## config.mk

```make
export PLATFORM = sky130hd
export DESIGN_NAME = multicycle_ctrl
export DESIGN_NICKNAME = d
export VERILOG_FILES = /design/src/rtl/multicycle_ctrl.sv
export SDC_FILE = /design/constraint.sdc
export NUM_CORES = 1
export LEC_CHECK = 0
export CORE_UTILIZATION = 43
export DETAILED_ROUTE_END_ITERATION = 8
export GPL_TIMING_DRIVEN = 0
export PLACE_DENSITY_LB_ADDON = 0.1
export SYNTH_ARGS = -nofsm -noshare
export SYNTH_HDL_FRONTEND = slang
export SYNTH_SLANG_ARGS = --single-unit
```

## constraint.sdc

```tcl
create_clock -name clk -period 1.9 [get_ports clk]
set_input_delay 0.285 -clock clk [delete_from_list [all_inputs] [get_ports clk]]
set_output_delay 0.285 -clock clk [all_outputs]
set_load 0.02 [all_outputs]
```

## src/rtl/multicycle_ctrl.sv

```systemverilog
// Multi-cycle sequencer for the CalcuTEC datapath: fetch/decode/execute/memory/writeback
// control, architectural flags, condition evaluation and an iterated shift-add multiply.
module multicycle_ctrl #(
  parameter int MUL_CYCLES = 32,
  parameter int CNT_W      = 6
) (
  input  logic       clk,
  input  logic       rst_n,
  input  logic [3:0] cond,
  input  logic [1:0] op,
  input  logic [5:0] funct,
  input  logic [3:0] ALU_flags,
  input  logic       mem_ready,
  output logic       mem_rd,
  output logic       mem_wr,
  output logic       sel_addr,
  output logic       IR_wr,
  output logic       PC_wr,
  output logic       pc_src,
  output logic       sel_B,
  output logic       mul_start,
  output logic       mul_step,
  output logic       reg_wr,
  output logic       sel_WB,
  output logic [3:0] flags,
  output logic       illegal,
  output logic       busy
);

  typedef enum logic [3:0] {
    IDLE, FETCH, DECODE, EXEC, MUL, MEMADR, MEM, BRANCH, WB
  } state_t;

  state_t           state;
  state_t           next_state;
  logic [CNT_W-1:0] mul_cnt;
  logic             mul_last;
  logic             cond_ok;

  // flags bit order: 0 Z, 1 N, 2 C, 3 V
  function automatic logic cond_pass(input logic [3:0] c, input logic [3:0] f);
    logic z, n, cy, v;
    z  = f[0];
    n  = f[1];
    cy = f[2];
    v  = f[3];
    case (c)
      4'd0:    cond_pass = z;
      4'd1:    cond_pass = ~z;
      4'd2:    cond_pass = cy;
      4'd3:    cond_pass = ~cy;
      4'd4:    cond_pass = n;
      4'd5:    cond_pass = ~n;
      4'd6:    cond_pass = v;
      4'd7:    cond_pass = ~v;
      4'd8:    cond_pass = ~z & cy;
      4'd9:    cond_pass = z | ~cy;
      4'd10:   cond_pass = (n == v);
      4'd11:   cond_pass = (n != v);
      4'd12:   cond_pass = ~z & (n == v);
      4'd13:   cond_pass = z | (n != v);
      default: cond_pass = 1'b1;
    endcase
  endfunction

  assign mul_last = (mul_cnt == CNT_W'(MUL_CYCLES - 1));
  assign cond_ok  = cond_pass(cond, flags);

  always_comb begin
    next_state = state;
    illegal    = 1'b0;
    case (state)
      IDLE:   next_state = FETCH;
      FETCH:  if (mem_ready) next_state = DECODE;
      DECODE: begin
        if (!cond_ok)
          next_state = FETCH;
        else if (op == 2'd0)
          next_state = (funct[5:1] == 5'd0) ? MUL : EXEC;
        else if (op == 2'd1 && funct[2])
          next_state = MEMADR;
        else if (op == 2'd2)
          next_state = BRANCH;
        else begin
          illegal    = 1'b1;
          next_state = FETCH;
        end
      end
      EXEC:   next_state = WB;
      MUL:    if (mul_last) next_state = WB;
      MEMADR: next_state = MEM;
      MEM:    if (mem_ready) next_state = funct[0] ? WB : FETCH;
      BRANCH: next_state = FETCH;
      WB:     next_state = FETCH;
      default: next_state = IDLE;
    endcase
  end

  // Instruction fetch completes in the same cycle memory answers.
  assign IR_wr = (state == FETCH) & mem_ready;
  assign PC_wr = IR_wr | pc_src;

  // Moore outputs are registered from the state being entered, so they line up with it.
  always_ff @(posedge clk or negedge rst_n) begin
    if (!rst_n) begin
      state     <= IDLE;
      flags     <= 4'd0;
      mul_cnt   <= '0;
      mem_rd    <= 1'b0;
      mem_wr    <= 1'b0;
      sel_addr  <= 1'b0;
      pc_src    <= 1'b0;
      sel_B     <= 1'b0;
      mul_start <= 1'b0;
      mul_step  <= 1'b0;
      reg_wr    <= 1'b0;
      sel_WB    <= 1'b0;
      busy      <= 1'b0;
    end else begin
      state <= next_state;

      if (funct[0] && (state == EXEC || (state == MUL && mul_last)))
        flags <= ALU_flags;

      if (state == MUL)
        mul_cnt <= mul_last ? '0 : mul_cnt + 1'b1;

      mem_rd    <= (next_state == FETCH) | ((next_state == MEM) & funct[0]);
      mem_wr    <= (next_state == MEM) & ~funct[0];
      sel_addr  <= (next_state == MEM);
      pc_src    <= (next_state == BRANCH);
      sel_B     <= ((next_state == EXEC) & funct[5]) | (next_state == MEMADR);
      mul_start <= (next_state == MUL) & (state != MUL);
      mul_step  <= (next_state == MUL);
      reg_wr    <= (next_state == WB);
      sel_WB    <= (next_state == WB) & (state == MEM);
      busy      <= (next_state != IDLE);
    end
  end

endmodule

```

==> results.sh, run 1 <==
export IMPL_status="finished, violations left"
export IMPL_failed_checks="negative setup slack"
export IMPL_dp_hpwl_um=2200
export IMPL_hold_class="in2reg"
export IMPL_clk_pin_slew_ns=0.12
export IMPL_synth_top_area_cell="dfrtp_1"
export IMPL_yosys_mux_area_fraction_pct=5.53
export IMPL_grt_setup_unrepaired="yes"
export IMPL_synth_seq_cells=24
export IMPL_cts_buffers=3
export IMPL_grt_max_degree=25
export IMPL_setup_viol=6
export IMPL_worstReg2RegStart="flags[1]"
export IMPL_grt_pass1_vias=1159
export IMPL_ys_types=47
export IMPL_synth_adder_area_share_pct=0.907
export IMPL_final_cells=241
export IMPL_drv_slew=0
export IMPL_nets=218
export IMPL_grt_ovfl_total=0
export IMPL_synth_compound_area_share_pct=17.0
export IMPL_min_delay_start="funct[5]"
export IMPL_rows=20
export IMPL_cts_buffer_depth=2
export IMPL_crit_chain="nor3b_2 -> a21oi_2 -> o32a_1 -> a31o_2 -> a211oi_4 -> buf_6"
export IMPL_crit_family="compound AO/OA/AOI/OAI gates"
export IMPL_startpoint_type="flop"
export IMPL_dp_cells=216
export IMPL_synth_simple_area_share_pct=26.2
export IMPL_antenna_found_initial=0
export IMPL_fin_worst_skew_ns=0.00498
export IMPL_routed_via_density=5.25
export IMPL_synth_edf_count=0
export IMPL_cts_tree="yes"
export IMPL_power_density_nw_per_um2=1210
export IMPL_dpl_cell_area_sq_um=1790
export IMPL_yosys_cell_count_top_type="dfrtp_1"
export IMPL_async_flop_share_pct=100
export IMPL_cp_buffers_inverters=1
export IMPL_dieArea_sq_um=3440
export IMPL_total_power_w=0.00249
export IMPL_worstMarginPinSlew_ns=1.02
export IMPL_synthTopCellsByArea="dfrtp_1 44%, mux2_2 4.1%, nand2_1 3.5%"
export IMPL_grt_pass1_wl_um=5170
export IMPL_dieWidth_um=58.7
export IMPL_synth_flop_cell="dfrtp_1"
export IMPL_gp_congestion=0.860
export IMPL_insertedDiodeCount=0
export IMPL_grt_usage_pct=19.7
export IMPL_critPathLaunch="flags[1]"
export IMPL_area_delta_synth_final_pct=49.6
export IMPL_endpoint_kind="output pin"
export IMPL_seq_area_frac_synth_pct=43.5
export IMPL_cp_required_ns=1.62
export IMPL_synthCells=139
export IMPL_drc=0
export IMPL_fmax_mhz=452
export IMPL_critical_path_class="reg2out"
export IMPL_core_area_sq_um=3050
export IMPL_insertion_delay_ns=0.30
export IMPL_synth_xor_area_share_pct=3.17
export IMPL_synth_warnings=0
export IMPL_die_h_um=58.7
export IMPL_initial_core_util_pct=45.2
export IMPL_root_buffer="clkbuf_4"
export IMPL_final_cell_area_sq_um=2060
export IMPL_timing_final_ws_setup_ns=-0.315
export IMPL_drt_iter0_markers=20
export IMPL_mappedNetlistNets=159
export IMPL_synth_top_family_by_area="simple AND/OR/NAND/NOR gates"
export IMPL_slew_headroom_pct=31.6
export IMPL_clock_sinks=24
export IMPL_ant_nets=0
export IMPL_synth_top_cell_area_share_pct=43.5
export IMPL_holdBufCountCts=0
export IMPL_final_layout_size_suffix_gt1_share_pct=31.0
export IMPL_wl_um=3300
export IMPL_port_buffers=33
export IMPL_synthesis_area_sq_um=1380
export IMPL_first_pass_iters=4
export IMPL_pin_count=36
export IMPL_period_share_pct=117
export IMPL_leakage_nw=0.884
export IMPL_worstPathArrival_ns=1.93
export IMPL_avgSynthCellArea_sq_um=9.93
export IMPL_cp_slowest_stage_delay_ns=0.48
export IMPL_hold_viol_final=0
export IMPL_ir_drop_mv=0.691
export IMPL_htree_levels=1
export IMPL_synth_common_cells="24 x dfrtp_1, 13 x nand2_1, 8 x nor2_1, 7 x inv_1"
export IMPL_crit_slowest_cell="dfrtp_2"
export IMPL_maxCapViolCount=0
export IMPL_wl_per_cell_um=13.7
export IMPL_vias=1266
export IMPL_period_minus_slack_ns=2.21
export IMPL_critPathMaxFanout=5
-- worst paths after layout --
kind	cells after the start	end	slack (ns)
setup / recovery	6	illegal	-0.31
hold / removal	3	sel_B	0.42
setup reg to reg	9	mul_start	-0.25
hold reg to reg	1	mul_cnt[0]	0.52
max in group asynchronous	1	state[0]	0.68
min in group asynchronous	1	flags[0]	0.52
-- routing by layer --
layer | part of all wire (%) | vias to the layer above | wire [um] | track usage, %
met3 | 5.8 | 4 | 192 | 5.05
met4 | 0.76 | 0 | 25 | 3.40
met5 | 0 | - | 0 | 0
met1 | 45 | 605 | 1480 | 27.9
met2 | 48 | 37 | 1600 | 31.2
li1 | - | 620 | - | -
-- flip-flops by register name (all words and copies together), names as in the netlist --
register / cells
mem_rd: 1
state: 4
pc_src: 1
sel_addr: 1
mul_step: 1
busy: 1
sel_WB: 1
mul_cnt: 6
reg_wr: 1
flags: 4
mul_start: 1
mem_wr: 1
sel_B: 1
-- final cells by class --
class                           instances  area [sq um]
Timing Repair Buffer                   54           482
Inverter                                7          26.3
Buffer                                  5          33.8
Fill cell                             255           988
Sequential cell                        24           604
Clock buffer                            4          26.3
Tap cell                               44          55.1
Multi-Input combinational cell        103           837
-- metrics by stage --
stage               setup TNS (ns)  worst slack (ns)  utilization [%]  hold slack [ns]
floorplan                -0.000883         -0.000883                -          -0.0106
global route                 -1.62            -0.432             67.6            0.440
CTS                         -0.620            -0.327             63.4            0.399
global placement             -4.28            -0.975             58.5            0.482
finish                       -1.10            -0.315             67.6            0.418
detailed placement           -4.43            -0.991             58.5            0.504
-- logic make-up (layout without fill, tap and decap cells) --
family | after synthesis | in the layout
AOI/OAI and AO/OA | 29 | 29
xor gates and xnor gates | 5 | 5
adders and majority gates | 1 | 1
buffers and inverters | 12 | 70
DFF | 24 | 24
muxes | 7 | 7
and+or+nand+nor | 61 | 61
-- worst register-to-register path: cells and delay by family (launching register included) --
kind / cells / cell delay [ns]
AOI/OAI and AO/OA: 4 / 0.90
DFF: 1 / 0.48
buffers and inverters: 3 / 0.43
and+or+nand+nor: 2 / 0.23
-- layout by cell type, fill, tap and decap left out, types with 4 or more instances in the layout --
| master | n |
|---|---|
| dfrtp_1 | 21 |
| buf_4 | 22 |
| nor2_1 | 7 |
| nand2_1 | 13 |
| nand4_1 | 4 |
| dlygate4sd2_1 | 7 |
| clkdlybuf4s50_1 | 24 |
| inv_1 | 7 |
| nand2b_1 | 5 |
| xnor2_1 | 4 |
| mux2_2 | 5 |
| o21ai_0 | 4 |
-- timing repair --
| item | CTS | global route |
|---|---|---|
| pin swaps | 14 | 9 |
| cloned | 0 | 0 |
| endpoints found under the setup margin | 12 | 12 |
| setup buffers | 10 | 11 |
| resized for setup | 28 | 12 |
-- power by group --
| part | total [W] | switching, W | internal (W) |
|---|---|---|---|
| Clock | 0.000217 | 0.000136 | 0.0000819 |
| Sequential | 0.000776 | 0.000115 | 0.000661 |
| Combinational | 0.00150 | 0.000745 | 0.000754 |
| Total | 0.00249 | 0.000996 | 0.00150 |
Note: power is estimated with default switching activity, not from simulation.
==> run 2: changes to the inputs <==
--- a/config.mk
+++ b/config.mk
@@ -8,7 +8,7 @@
 export CORE_UTILIZATION = 43
 export DETAILED_ROUTE_END_ITERATION = 8
 export GPL_TIMING_DRIVEN = 0
-export PLACE_DENSITY_LB_ADDON = 0.1
+export PLACE_DENSITY = 0.75
 export SYNTH_ARGS = -nofsm -noshare
 export SYNTH_HDL_FRONTEND = slang
 export SYNTH_SLANG_ARGS = --single-unit
==> run 2 against run 1 <==
- the run still ends with negative setup slack left
- critical path depth unchanged
- routed wire length down 3.0%
- clock skew fell by 0.0028 ns
- maximum frequency fell by 2.1%
- highest routed layer unchanged
==> results.sh, run 2 (synthesis gave the netlist of run 1 again) <==
export IMPL_wl_um=3200
export IMPL_multi_input_area_sq_um=846
export IMPL_dieArea_sq_um=3440
export IMPL_status="finished, violations left"
export IMPL_cp_required_ns=1.62
export IMPL_worstMarginPinSlew_ns=1.05
export IMPL_ir_drop_mv=0.495
export IMPL_power_density_nw_per_um2=1240
export IMPL_setup_viol=6
export IMPL_dp_hpwl_um=2250
export IMPL_vias=1247
export IMPL_port_buffers=33
export IMPL_critical_path_class="reg2out"
export IMPL_place_ws_ns=-0.993
export IMPL_fmax_mhz=442
export IMPL_core_area_sq_um=3050
export IMPL_final_layout_size_suffix_gt1_share_pct=28.3
export IMPL_area_delta_synth_final_pct=45.5
export IMPL_failed_checks="negative setup slack"
export IMPL_die_h_um=58.7
export IMPL_first_pass_iters=4
export IMPL_startpoint_type="flop"
export IMPL_worstPathArrival_ns=1.98
export IMPL_insertedDiodeCount=0
export IMPL_largest_register_ffs=6
export IMPL_dpl_cell_area_sq_um=1790
export IMPL_top_regs="mul_cnt (6), flags (4), state (4)"
export IMPL_critPathMaxFanout=6
export IMPL_clk_pin_slew_ns=0.13
export IMPL_cts_buffers=3
export IMPL_final_cells=231
export IMPL_drt_iter0_markers=40
export IMPL_ant_nets=0
export IMPL_final_cell_mix="27 x clkdlybuf4s50_1, 21 x dfrtp_1, 13 x nand2_1"
export IMPL_hold_class="in2reg"
export IMPL_insertion_delay_ns=0.32
export IMPL_drv_slew=0
export IMPL_mostFrequentLayoutCell="clkdlybuf4s50_1"
export IMPL_nets=208
export IMPL_root_buffer="clkbuf_4"
export IMPL_final_cell_area_sq_um=2010
export IMPL_intPower_w=0.00149
export IMPL_antenna_found_initial=0
export IMPL_regArea_sq_um=604
export IMPL_p_clk_share_pct=10.8
export IMPL_fill_cells=243
export IMPL_grt_max_degree=25
export IMPL_period_share_pct=119
export IMPL_initial_core_util_pct=45.2
export IMPL_pin_count=36
export IMPL_sequentialPowerShare_pct=31.8
export IMPL_gp_congestion=0.813
export IMPL_grt_ovfl_total=0
export IMPL_htree_levels=1
export IMPL_routed_via_density=5.40
export IMPL_cts_tree="yes"
export IMPL_comb_power_share_pct=57.5
export IMPL_period_minus_slack_ns=2.26
export IMPL_hold_viol_final=0
export IMPL_grt_setup_unrepaired="yes"
export IMPL_grt_pass1_wl_um=5310
export IMPL_timing_final_ws_setup_ns=-0.362
export IMPL_swShare_pct=40.3
export IMPL_endpoint_kind="output pin"
export IMPL_dieWidth_um=58.7
export IMPL_switchingPower_w=0.00101
export IMPL_dp_cells=216
export IMPL_fin_worst_skew_ns=0.00214
export IMPL_regMostFlops="mul_cnt"
export IMPL_leakage_nw=0.837
export IMPL_slew_headroom_pct=29.5
export IMPL_grt_usage_pct=20.5
export IMPL_maxCapViolCount=0
export IMPL_wl_per_cell_um=13.9
export IMPL_grt_pass1_vias=1171
export IMPL_fin_util_pct=65.8
export IMPL_drc=0
export IMPL_clock_sinks=24
export IMPL_cts_buffer_depth=2
export IMPL_holdBufCountCts=0
export IMPL_total_power_w=0.00250
export IMPL_rows=20
[run 2: repair_timing]
item	4_1_cts	5_1_grt
gates resized for setup	24	13
setup endpoints to repair	13	11
buffers inserted	6	5
pin swaps	3	7
[run 2: layout make-up]
cell class | count | share of cell area [%]
plain buffers | 5 | 1.68
repair buffers | 44 | 20.2
multi-input cells | 103 | 42.1
inverters | 7 | 1.31
flip-flops and latches | 24 | 30.1
well taps | 44 | 2.74
clock buffers | 4 | 1.81
[run 2: critical path, stage by stage, from the launching register on]
cell and delay, ns:
dfrtp_2 0.50, xor2_2 0.24, a32o_2 0.26, o21bai_4 0.09, a31o_4 0.26, a211oi_4 0.16, buf_6 0.15
[run 2: worst paths after layout]
check / startpoint / end / slack (ns) / cells past startpoint
worst min-delay path: mem_ready / sel_WB / 0.41 / 3
worst min register to register: mul_cnt[0] / mul_cnt[0] / 0.51 / 1
worst max-delay path: flags[1] / illegal / -0.36 / 6
max in group asynchronous: rst_n / state[0] / 0.67 / 1
worst max register to register: flags[1] / mem_rd / -0.26 / 7
min in group asynchronous: rst_n / mem_wr / 0.53 / 1
[run 2: per-layer routing]
layer | up-vias | track usage [%] | share of wire, %
met4 | 0 | 8.16 | 1.7
met2 | 30 | 33.8 | 50
met5 | - | 0 | 0
met3 | 7 | 3.74 | 3.8
li1 | 605 | - | -
met1 | 605 | 26.8 | 45
[run 2: stage by stage]
step	setup TNS (ns)	hold WS (ns)
after floorplan	-0.000883	-0.0106
after global placement	-4.20	0.485
after detailed placement	-4.64	0.497
after CTS	-0.496	0.404
after global routing	-1.41	0.415
final	-0.956	0.407
[run 2: power groups by stage]
stage | clock, W | sequential, W | combinational (W)
final | 0.000269 | 0.000793 | 0.00144
after global routing | 0.000293 | 0.000813 | 0.00154
after CTS | 0.000276 | 0.000786 | 0.00127
after detailed placement | 0 | 0.000803 | 0.00113
after global placement | 0 | 0.000791 | 0.00111
after floorplan | 0 | 0.000884 | 0.000643
